## src/rtl/iob_uart16550_ctrl_pkg.sv

```systemverilog
// Shared definitions for the UART16550 controller: FSM encoding, UART register
// offsets, init constants and the init-sequence lookup.
package iob_uart16550_ctrl_pkg;

  typedef enum logic [1:0] {
    ST_INIT    = 2'd0,
    ST_IDLE    = 2'd1,
    ST_GNT     = 2'd2,
    ST_WAIT_RD = 2'd3
  } state_t;

  localparam logic [2:0] UART_RBR = 3'd0;
  localparam logic [2:0] UART_THR = 3'd0;
  localparam logic [2:0] UART_IER = 3'd1;
  localparam logic [2:0] UART_FCR = 3'd2;
  localparam logic [2:0] UART_IIR = 3'd2;
  localparam logic [2:0] UART_LCR = 3'd3;
  localparam logic [2:0] UART_DLL = 3'd0;
  localparam logic [2:0] UART_DLM = 3'd1;

  // LCR with DLAB set and 8N1 framing; FCR enabling and clearing both FIFOs.
  localparam logic [7:0] LCR_DLAB_8N1    = 8'h83;
  localparam logic [7:0] FCR_FIFO_EN_CLR = 8'h07;

  localparam logic [2:0] INIT_LAST_STEP = 3'd4;

  typedef struct packed {
    logic [2:0] addr;
    logic [7:0] data;
  } init_wr_t;

  function automatic init_wr_t init_write(input logic [2:0]  step,
                                          input logic [15:0] divisor,
                                          input logic [7:0]  lcr_val);
    init_wr_t w;
    case (step)
      3'd0:    w = '{addr: UART_LCR, data: LCR_DLAB_8N1};
      3'd1:    w = '{addr: UART_DLL, data: divisor[7:0]};
      3'd2:    w = '{addr: UART_DLM, data: divisor[15:8]};
      3'd3:    w = '{addr: UART_LCR, data: lcr_val};
      default: w = '{addr: UART_FCR, data: FCR_FIFO_EN_CLR};
    endcase
    return w;
  endfunction

endpackage

```

## src/rtl/iob_rr_arb2.sv

```systemverilog
// Two-way round-robin arbiter: on a tie, the host not granted last wins.
module iob_rr_arb2 (
  input  logic       clk_i,
  input  logic       arst_i,
  input  logic       cke_i,
  input  logic [1:0] req,
  input  logic       update,
  output logic [1:0] gnt
);

  logic last_q;  // 1: host 1 was granted last

  always_comb begin
    // NOTE: default assignment first so no path through always_comb infers a latch.
    gnt = req;
    if (&req) gnt = last_q ? 2'b01 : 2'b10;
  end

  always_ff @(posedge clk_i or posedge arst_i) begin
    // NOTE: sequential state uses non-blocking assignments to avoid update-order races.
    if (arst_i)                        last_q <= 1'b1;
    else if (cke_i && update && |gnt)  last_q <= gnt[1];
  end

endmodule

```

## src/rtl/iob_uart16550_ctrl.sv

```systemverilog
// Two-host IOb front end for a UART16550 with optional power-up configuration,
// enabled by defining IOB_UART16550_CTRL_INIT_EN.
module iob_uart16550_ctrl
  import iob_uart16550_ctrl_pkg::*;
#(
  parameter int          ADDR_W  = 5,
  parameter int          DATA_W  = 32,
  parameter logic [15:0] DIVISOR = 16'd27,
  parameter logic [7:0]  LCR_VAL = 8'h03
) (
  input  logic                clk_i,
  input  logic                arst_i,
  input  logic                cke_i,
  input  logic                h0_iob_avalid_i,
  input  logic [ADDR_W-1:0]   h0_iob_addr_i,
  input  logic [DATA_W-1:0]   h0_iob_wdata_i,
  input  logic [DATA_W/8-1:0] h0_iob_wstrb_i,
  output logic                h0_iob_rvalid_o,
  output logic [DATA_W-1:0]   h0_iob_rdata_o,
  output logic                h0_iob_ready_o,
  input  logic                h1_iob_avalid_i,
  input  logic [ADDR_W-1:0]   h1_iob_addr_i,
  input  logic [DATA_W-1:0]   h1_iob_wdata_i,
  input  logic [DATA_W/8-1:0] h1_iob_wstrb_i,
  output logic                h1_iob_rvalid_o,
  output logic [DATA_W-1:0]   h1_iob_rdata_o,
  output logic                h1_iob_ready_o,
  output logic                m_iob_avalid_o,
  output logic [ADDR_W-1:0]   m_iob_addr_o,
  output logic [DATA_W-1:0]   m_iob_wdata_o,
  output logic [DATA_W/8-1:0] m_iob_wstrb_o,
  input  logic                m_iob_rvalid_i,
  input  logic [DATA_W-1:0]   m_iob_rdata_i,
  input  logic                m_iob_ready_i,
  output logic                init_done_o
);

  localparam int STRB_W = DATA_W / 8;

  state_t              state_q, state_d;
  logic                owner_q;
  logic [1:0]          arb_req, arb_gnt;
  logic                sel, active;
  logic                sel_avalid, sel_is_wr;
  logic [ADDR_W-1:0]   sel_addr;
  logic [DATA_W-1:0]   sel_wdata;
  logic [STRB_W-1:0]   sel_wstrb;
  logic                init_last;
  logic [ADDR_W-1:0]   init_addr;
  logic [DATA_W-1:0]   init_wdata;
  logic [STRB_W-1:0]   init_wstrb;

`ifdef IOB_UART16550_CTRL_INIT_EN
  localparam state_t RST_STATE = ST_INIT;
  logic [2:0] step_q;
  init_wr_t   init_wr;

  // Each init byte sits on lane addr%4 of the data bus.
  assign init_wr     = init_write(step_q, DIVISOR, LCR_VAL);
  assign init_addr   = ADDR_W'(init_wr.addr);
  assign init_wdata  = DATA_W'(init_wr.data) << {init_wr.addr[1:0], 3'b000};
  assign init_wstrb  = STRB_W'(1) << init_wr.addr[1:0];
  assign init_last   = (step_q == INIT_LAST_STEP);
  assign init_done_o = (state_q != ST_INIT);

  always_ff @(posedge clk_i or posedge arst_i) begin
    if (arst_i)
      step_q <= 3'd0;
    else if (cke_i && state_q == ST_INIT && m_iob_ready_i)
      step_q <= init_last ? 3'd0 : step_q + 3'd1;
  end
`else
  localparam state_t RST_STATE = ST_IDLE;
  logic unused_cfg;

  assign unused_cfg  = ^{DIVISOR, LCR_VAL};
  assign init_addr   = '0;
  assign init_wdata  = '0;
  assign init_wstrb  = '0;
  assign init_last   = 1'b0;
  assign init_done_o = 1'b1;
`endif

  // Arbitration only happens in IDLE; afterwards the owner is held in owner_q.
  assign arb_req = (state_q == ST_IDLE) ? {h1_iob_avalid_i, h0_iob_avalid_i} : 2'b00;

  iob_rr_arb2 u_arb (
    .clk_i  (clk_i),
    .arst_i (arst_i),
    .cke_i  (cke_i),
    .req    (arb_req),
    .update (|arb_gnt),
    .gnt    (arb_gnt)
  );

  assign sel        = (state_q == ST_IDLE) ? arb_gnt[1] : owner_q;
  assign active     = (state_q == ST_IDLE) ? |arb_gnt : (state_q == ST_GNT);
  assign sel_avalid = sel ? h1_iob_avalid_i : h0_iob_avalid_i;
  assign sel_addr   = sel ? h1_iob_addr_i   : h0_iob_addr_i;
  assign sel_wdata  = sel ? h1_iob_wdata_i  : h0_iob_wdata_i;
  assign sel_wstrb  = sel ? h1_iob_wstrb_i  : h0_iob_wstrb_i;
  assign sel_is_wr  = |sel_wstrb;

  always_ff @(posedge clk_i or posedge arst_i) begin
    if (arst_i) begin
      state_q <= RST_STATE;
      owner_q <= 1'b0;
    end else if (cke_i) begin
      state_q <= state_d;
      if (state_q == ST_IDLE && active) owner_q <= sel;
    end
  end

  always_comb begin
    state_d = state_q;
    case (state_q)
      ST_INIT:
        if (m_iob_ready_i && init_last) state_d = ST_IDLE;
      ST_IDLE, ST_GNT:
        if (active) begin
          if (!sel_avalid)        state_d = ST_IDLE;
          else if (m_iob_ready_i) state_d = sel_is_wr ? ST_IDLE : ST_WAIT_RD;
          else                    state_d = ST_GNT;
        end
      ST_WAIT_RD:
        if (m_iob_rvalid_i) state_d = ST_IDLE;
      default:
        state_d = RST_STATE;
    endcase
  end

  // Outputs are forced low while reset is asserted, whatever the hosts drive.
  always_comb begin
    m_iob_avalid_o  = 1'b0;
    m_iob_addr_o    = '0;
    m_iob_wdata_o   = '0;
    m_iob_wstrb_o   = '0;
    h0_iob_ready_o  = 1'b0;
    h1_iob_ready_o  = 1'b0;
    h0_iob_rvalid_o = 1'b0;
    h1_iob_rvalid_o = 1'b0;
    h0_iob_rdata_o  = '0;
    h1_iob_rdata_o  = '0;
    if (!arst_i) begin
      case (state_q)
        ST_INIT: begin
          m_iob_avalid_o = 1'b1;
          m_iob_addr_o   = init_addr;
          m_iob_wdata_o  = init_wdata;
          m_iob_wstrb_o  = init_wstrb;
        end
        ST_IDLE, ST_GNT:
          if (active) begin
            m_iob_avalid_o = sel_avalid;
            m_iob_addr_o   = sel_addr;
            m_iob_wdata_o  = sel_wdata;
            m_iob_wstrb_o  = sel_wstrb;
            if (sel) h1_iob_ready_o = m_iob_ready_i;
            else     h0_iob_ready_o = m_iob_ready_i;
          end
        ST_WAIT_RD:
          if (owner_q) begin
            h1_iob_rvalid_o = m_iob_rvalid_i;
            h1_iob_rdata_o  = m_iob_rdata_i;
          end else begin
            h0_iob_rvalid_o = m_iob_rvalid_i;
            h0_iob_rdata_o  = m_iob_rdata_i;
          end
        default: ;
      endcase
    end
  end

endmodule

```

## config.mk

```make
export PLATFORM = sky130hd
export DESIGN_NAME = iob_uart16550_ctrl
export DESIGN_NICKNAME = d
export VERILOG_FILES = /design/src/rtl/iob_uart16550_ctrl_pkg.sv /design/src/rtl/iob_rr_arb2.sv /design/src/rtl/iob_uart16550_ctrl.sv
export SDC_FILE = /design/constraint.sdc
export NUM_CORES = 1
export LEC_CHECK = 0
export ABC_AREA = 1
export BUFFER_PORTS_ARGS = -buffer_cell sky130_fd_sc_hd__buf_2
export CAP_MARGIN = 20
export CORE_AREA = 2 2 91 93
export CTS_CLUSTER_DIAMETER = 30
export CTS_CLUSTER_SIZE = 24
export DETAILED_ROUTE_END_ITERATION = 10
export DIE_AREA = 0 0 93 95
export PLACE_DENSITY = 0.63
export SLEW_MARGIN = 20
export SYNTH_ARGS = -nofsm -noshare
export SYNTH_HDL_FRONTEND = slang
export SYNTH_SLANG_ARGS = --single-unit
```

## constraint.sdc

```tcl
create_clock -name clk_i -period 3.07 [get_ports clk_i]
set_input_delay 0.614 -clock clk_i [delete_from_list [all_inputs] [get_ports clk_i]]
set_output_delay 0.614 -clock clk_i [all_outputs]
set_load 0.01 [all_outputs]
```

==> results.toml, run 1 <==
[outcome]
status = "completed"

[cts]
cts.sinks = 4
cts_tree = "done"
clock_latency_ps = 210
cts_buffer_depth = 2
root_buffer = "clkbuf_8"
path_clk_slew_ps = 30
cts_setup_buffers = 0
cts_buffers = 3
cts_hold_buf = 0
cts-resized-gates = 0
cts_htree_levels = 1

[sta]
rsz0062_at_grt = "false"
period_minus_slack_ps = 2760
fin_crit_sh_pct = 90.0
hold_viol = 0
finalSetupViolCount = 0
report.final.slew_viol_count = 0
fmax_mhz = 362
worst_clock_skew_ps = 0.413
max_slew_margin_pct = 59.6
finalSetupTns_ps = 0
worst_slew_pin_slew_ps = 606
setup_slack_ps = 306

[synth]
syn_area_per_cell_sq_um = 4.94
synth_area_leaders = "nand2_1 (23%), nor3_1 (22%), a21oi_1 (14%)"
synth_edf_count = 0
netlist_area_sq_mm = 0.00153
yosysWarningCount = 0
synth_most_common_cell = "nand2_1"
synth_top_cell_area_share_pct = 23.1
ys_ff_latch = 4
synthDistinctLibCells = 27
seq_area_frac_synth_pct = 6.72
synthTopCellsByCount = "nand2_1 (94), nor3_1 (68), a21oi_1 (43), inv_1 (42), clkbuf_1 (9)"
synthCells = 309
synth.largest_area_cell = "nand2_1"
async_reset_ff_share_pct = 100
syn-num-nets = 434
ys.flop_type = "dfstp_2"

[die]
die_x_um = 93
io_pins = 232
fp-row-count = 33
core_region_area_sq_mm = 0.00793
dieArea_sq_mm = 0.00884
die_h_um = 95
initial_core_util_pct = 19.3

[global_routing]
grt_usage_pct = 13.4
antenna_found_initial = 0
grt_max_degree = 67
overflow = 0
first_global_vias = 2165
grt_pass1_wl_mm = 9.86

[route]
wl_per_cell_um = 11.2
routed_wl_mm = 7.02
vias = 2704
vias_per_cell = 4.32
firstDrtPassIters = 4
drc = 0
drt-initial-drc-count = 85
postRouteAntennaNets = 0

[setup_path]
cpMaxStageDelayCell = "dfstp_2"
arrival_ps = 2150
crit_family = "buffers and inverters"
crit_required_ps = 2460
end_kind = "output port"
worst-path-buf-inv = 3
crit_type = "reg -> out"
crit_chain = "ha_1 -> inv_1 -> nand2_2 -> nand2_4 -> inv_2 -> nand2_1 -> a21oi_1 -> buf_2"
cp-start-kind = "flop"
cpPeakStageDelay_ps = 540
crit_fanout = 38

[final_layout]
drive_gt1_share_pct = 47.4
nets = 648
final_cells = 626
n_antenna_cell = 0
areaGrowthSynthToFinish_pct = 79.4
final_core_util_pct = 34.6
nFillCells = 900

[power_and_ir_drop]
powerDensity_mw_per_mm2 = 496
power.total_w = 0.00136
power.leakage_nw = 1.82
ir_drop_v = 0.000263

[place]
io_buffer_count = 230
place_hpwl_mm = 5.79
dp_cells = 623
post-place-ws_ps = 538
gp_congestion = 0.874

[hold_path]
min_path_type = "in -> async"

[job]
cap_violations = 0
-- worst reg2reg max path, delay by kind of cell, from the launching register on --
family                     cells  cell delay, ps
and+or+nand+nor                8             630
adders and majority gates      1             200
buffers and inverters          2             430
DFF                            1             540
-- logic make-up (layout without fill, tap and decap cells) --
family / after synthesis / count (layout) / share of synthesized area (%)
AND/OR/NAND/NOR: 183 / 183 / 53.6
buffers and inverters: 70 / 282 / 20.6
AO/OA/AOI/OAI: 47 / 47 / 15.6
adder cells (fa/ha/maj): 4 / 4 / 3.28
flip-flops: 4 / 4 / 6.72
other: 1 / 1 / 0.245
-- stage by stage --
step / cell area, sq um / hold WS, ps
after global placement: 2700 / 496
final: 2740 / 327
after CTS: 2740 / 334
after floorplan: 1530 / 403
after global routing: 2740 / 355
after detailed placement: 2700 / 491
-- final cells by class --
| class | instances | area (sq um) | area share, % |
|---|---|---|---|
| clock buffers | 3 | 41.3 | 1.51 |
| inverters | 44 | 165 | 6.03 |
| multi-input cells | 235 | 1110 | 40.5 |
| flip-flops and latches | 4 | 103 | 3.74 |
| well taps | 105 | 131 | 4.79 |
| repair buffers | 235 | 1190 | 43.4 |
-- power breakdown --
group	switching (W)	total (W)	leakage, nW	internal (W)
clock network	0.0000234	0.000107	0.0216	0.0000832
logic	0.000758	0.00115	1.75	0.000394
registers	0.0000168	0.0000987	0.0466	0.0000819
total	0.000799	0.00136	1.82	0.000560
-- state kept, by name, indices dropped and copies added, names as in the netlist --
signal,cells
state_q,2
owner_q,1
u_arb.last_q,1
-- per-layer routing --
metal | wire length, um | up-vias | global-route usage [%]
li1 | - | 1415 | -
met1 | 2840 | 1200 | 16.4
met2 | 3770 | 83 | 24.7
met3 | 357 | 6 | 2.31
met4 | 51 | 0 | 2.82
met5 | 0 | - | 0
-- final timing paths --
kind / cells after the start / end / slack, ps / from
min in group clk_i: 2 / u_arb.last_q / 490 / u_arb.last_q
min reg2reg: 2 / u_arb.last_q / 490 / u_arb.last_q
max: 8 / m_iob_wdata_o[27] / 310 / state_q[0]
max in group asynchronous: 2 / state_q[0] / 2490 / arst_i
max reg2reg: 11 / state_q[1] / 1130 / state_q[0]
min: 2 / owner_q / 330 / arst_i
-- cells in the final DEF (no fill, tap or decap), drive strengths merged --
| master | count |
|---|---|
| conb | 1 |
| nor3 | 68 |
| o21a | 1 |
| clkbuf | 3 |
| inv | 44 |
| nand3b | 1 |
| buf | 235 |
| nor2 | 4 |
| nand4 | 1 |
| o21ai | 3 |
| a21oi | 43 |
| dfstp | 2 |
| nand3 | 9 |
| or2 | 2 |
| and2 | 1 |
| nand2 | 97 |
| dfrtp | 2 |
| ha | 4 |
(Power assumes the default switching activity.)
==> run 2, diff against run 1 <==
--- a/config.mk
+++ b/config.mk
@@ -8,12 +8,13 @@
 export ABC_AREA = 1
 export BUFFER_PORTS_ARGS = -buffer_cell sky130_fd_sc_hd__buf_2
 export CAP_MARGIN = 20
-export CORE_AREA = 2 2 91 93
+export CORE_AREA = 2 2 90 92
+export CTS_BUF_LIST = sky130_fd_sc_hd__clkbuf_8
 export CTS_CLUSTER_DIAMETER = 30
 export CTS_CLUSTER_SIZE = 24
 export DETAILED_ROUTE_END_ITERATION = 10
-export DIE_AREA = 0 0 93 95
-export PLACE_DENSITY = 0.63
+export DIE_AREA = 0 0 92 94
+export PLACE_DENSITY = 0.64
 export SLEW_MARGIN = 20
 export SYNTH_ARGS = -nofsm -noshare
 export SYNTH_HDL_FRONTEND = slang
==> run 2 against run 1 <==
Net effect: global-route usage rose by 2.1 points; flip-flop and latch count did not move; critical endpoint is now m_iob_wdata_o[14]; register-to-register slack improved by 30 ps.
==> results.toml, run 2 (synthesized netlist as in run 1, its figures left out) <==
[cts]
cts_buffers = 3
clock_latency_ps = 220
root_buffer = "clkbuf_8"
cts_htree_levels = 1
cts_buffer_depth = 2
cts_setup_buffers = 0
cts_hold_buf = 0
path_clk_slew_ps = 30
cts-resized-gates = 0
cts.sinks = 4
cts_tree = "done"

[sta]
worst_clock_skew_ps = 1.67
whs_ps = 348
fmax_mhz = 364
finalSetupTns_ps = 0
period_minus_slack_ps = 2750
setup_slack_ps = 321
rsz0062_at_grt = "false"
report.final.slew_viol_count = 0
max_slew_margin_pct = 59.7
hold_viol = 0
fin_crit_sh_pct = 89.5
finalSetupViolCount = 0
worst_slew_pin_slew_ps = 605

[final_layout]
drive_gt1_share_pct = 47.4
largest_reg_flops = 2
regMostFlops = "state_q"
top_regs = "state_q x2, owner_q x1, u_arb.last_q x1"
final_core_util_pct = 36.1
final_area_sq_mm = 0.00275
areaGrowthSynthToFinish_pct = 79.9
final_common_cell = "buf_2"
nFillCells = 886
final_cell_mix = "buf_2 (230), nand2_1 (94), nor3_1 (68)"
nets = 648
n_antenna_cell = 0

[power_and_ir_drop]
p_seq_share_pct = 7.4
clockPowerShare_pct = 7.9
power.leakage_nw = 1.82
swShare_pct = 58.7
powerDensity_mw_per_mm2 = 504
power_switching_w = 0.000813
ir_drop_v = 0.000181
power_frac_comb_pct = 84.8
internal-power_w = 0.000572

[place]
placed_area_sq_mm = 0.00271
post-place-ws_ps = 545
place_hpwl_mm = 6.15
io_buffer_count = 230
gp_congestion = 0.838

[setup_path]
reg2reg_slack_ps = 1160
arrival_ps = 2130
end_kind = "output port"
crit_required_ps = 2460
crit_fanout = 38
cp-start-kind = "flop"
crit_type = "reg -> out"

[die]
dieArea_sq_mm = 0.00865
die_x_um = 92
io_pins = 232
core_region_area_sq_mm = 0.00761
initial_core_util_pct = 20.1
fp-row-count = 32
die_h_um = 94

[route]
drt-initial-drc-count = 132
vias_per_cell = 4.35
routed_wl_mm = 7.53
drc = 0
vias = 2710
firstDrtPassIters = 4
postRouteAntennaNets = 0
wl_per_cell_um = 12.1

[job]
cap_violations = 0

[global_routing]
grt_pass1_wl_mm = 11.1
antenna_found_initial = 0
grt_usage_pct = 15.5
grt_max_degree = 67
overflow = 0
first_global_vias = 2361

[outcome]
status = "completed"

[hold_path]
min_path_type = "in -> async"
[run 2: cell counts in the layout (fill, tap and decap cells not counted)]
Identical to the previous run, type by type.
[run 2: worst paths after layout]
kind / to / depth (start not counted) / from
max reg2reg: state_q[1] / 11 / state_q[0]
min reg2reg: u_arb.last_q / 2 / u_arb.last_q
max: m_iob_wdata_o[14] / 8 / state_q[0]
max in group asynchronous: u_arb.last_q / 2 / arst_i
min: owner_q / 2 / arst_i
min in group clk_i: u_arb.last_q / 2 / u_arb.last_q
[run 2: per-layer routing]
metal | vias to the layer above | global-route usage, % | part of all wire, %
met5 | - | 0 | 0
met4 | 0 | 3.61 | 1.0
met3 | 10 | 2.89 | 4.5
met2 | 77 | 26.7 | 52
met1 | 1207 | 20.1 | 42
li1 | 1416 | - | -
[run 2: critical path: stages, from the launching register on]
cell and delay (ps):
dfstp_2 550, ha_1 190, inv_1 70, nand2_2 140, nand2_4 60, inv_2 430, nand2_1 110, a21oi_1 180
buf_2 160
[run 2: layout make-up]
class                   count  area [sq um]  area share [%]
clock buffers               3          41.3            1.50
well taps                 102           128            4.64
inverters                  44           165            6.01
repair buffers            235          1200            43.7
flip-flops and latches      4           103            3.73
multi-input cells         235          1110            40.4
[run 2: power by group through the flow]
stage	Combinational, W	Clock (W)	Sequential [W]
6_report	0.00117	0.000109	0.000102
5_1_grt	0.00133	0.000118	0.000105
4_1_cts	0.00118	0.000112	0.000102
3_5_place_dp	0.00118	0	0.000103
3_3_place_gp	0.00116	0	0.000101
2_1_floorplan	0.000838	0	0.0000951
[run 2: metrics by stage]
step | total power, W | cells
finish | 0.00139 | 623
CTS | 0.00140 | 623
global route | 0.00155 | 623
detailed placement | 0.00128 | 620
floorplan | 0.000933 | 309
global placement | 0.00126 | 620
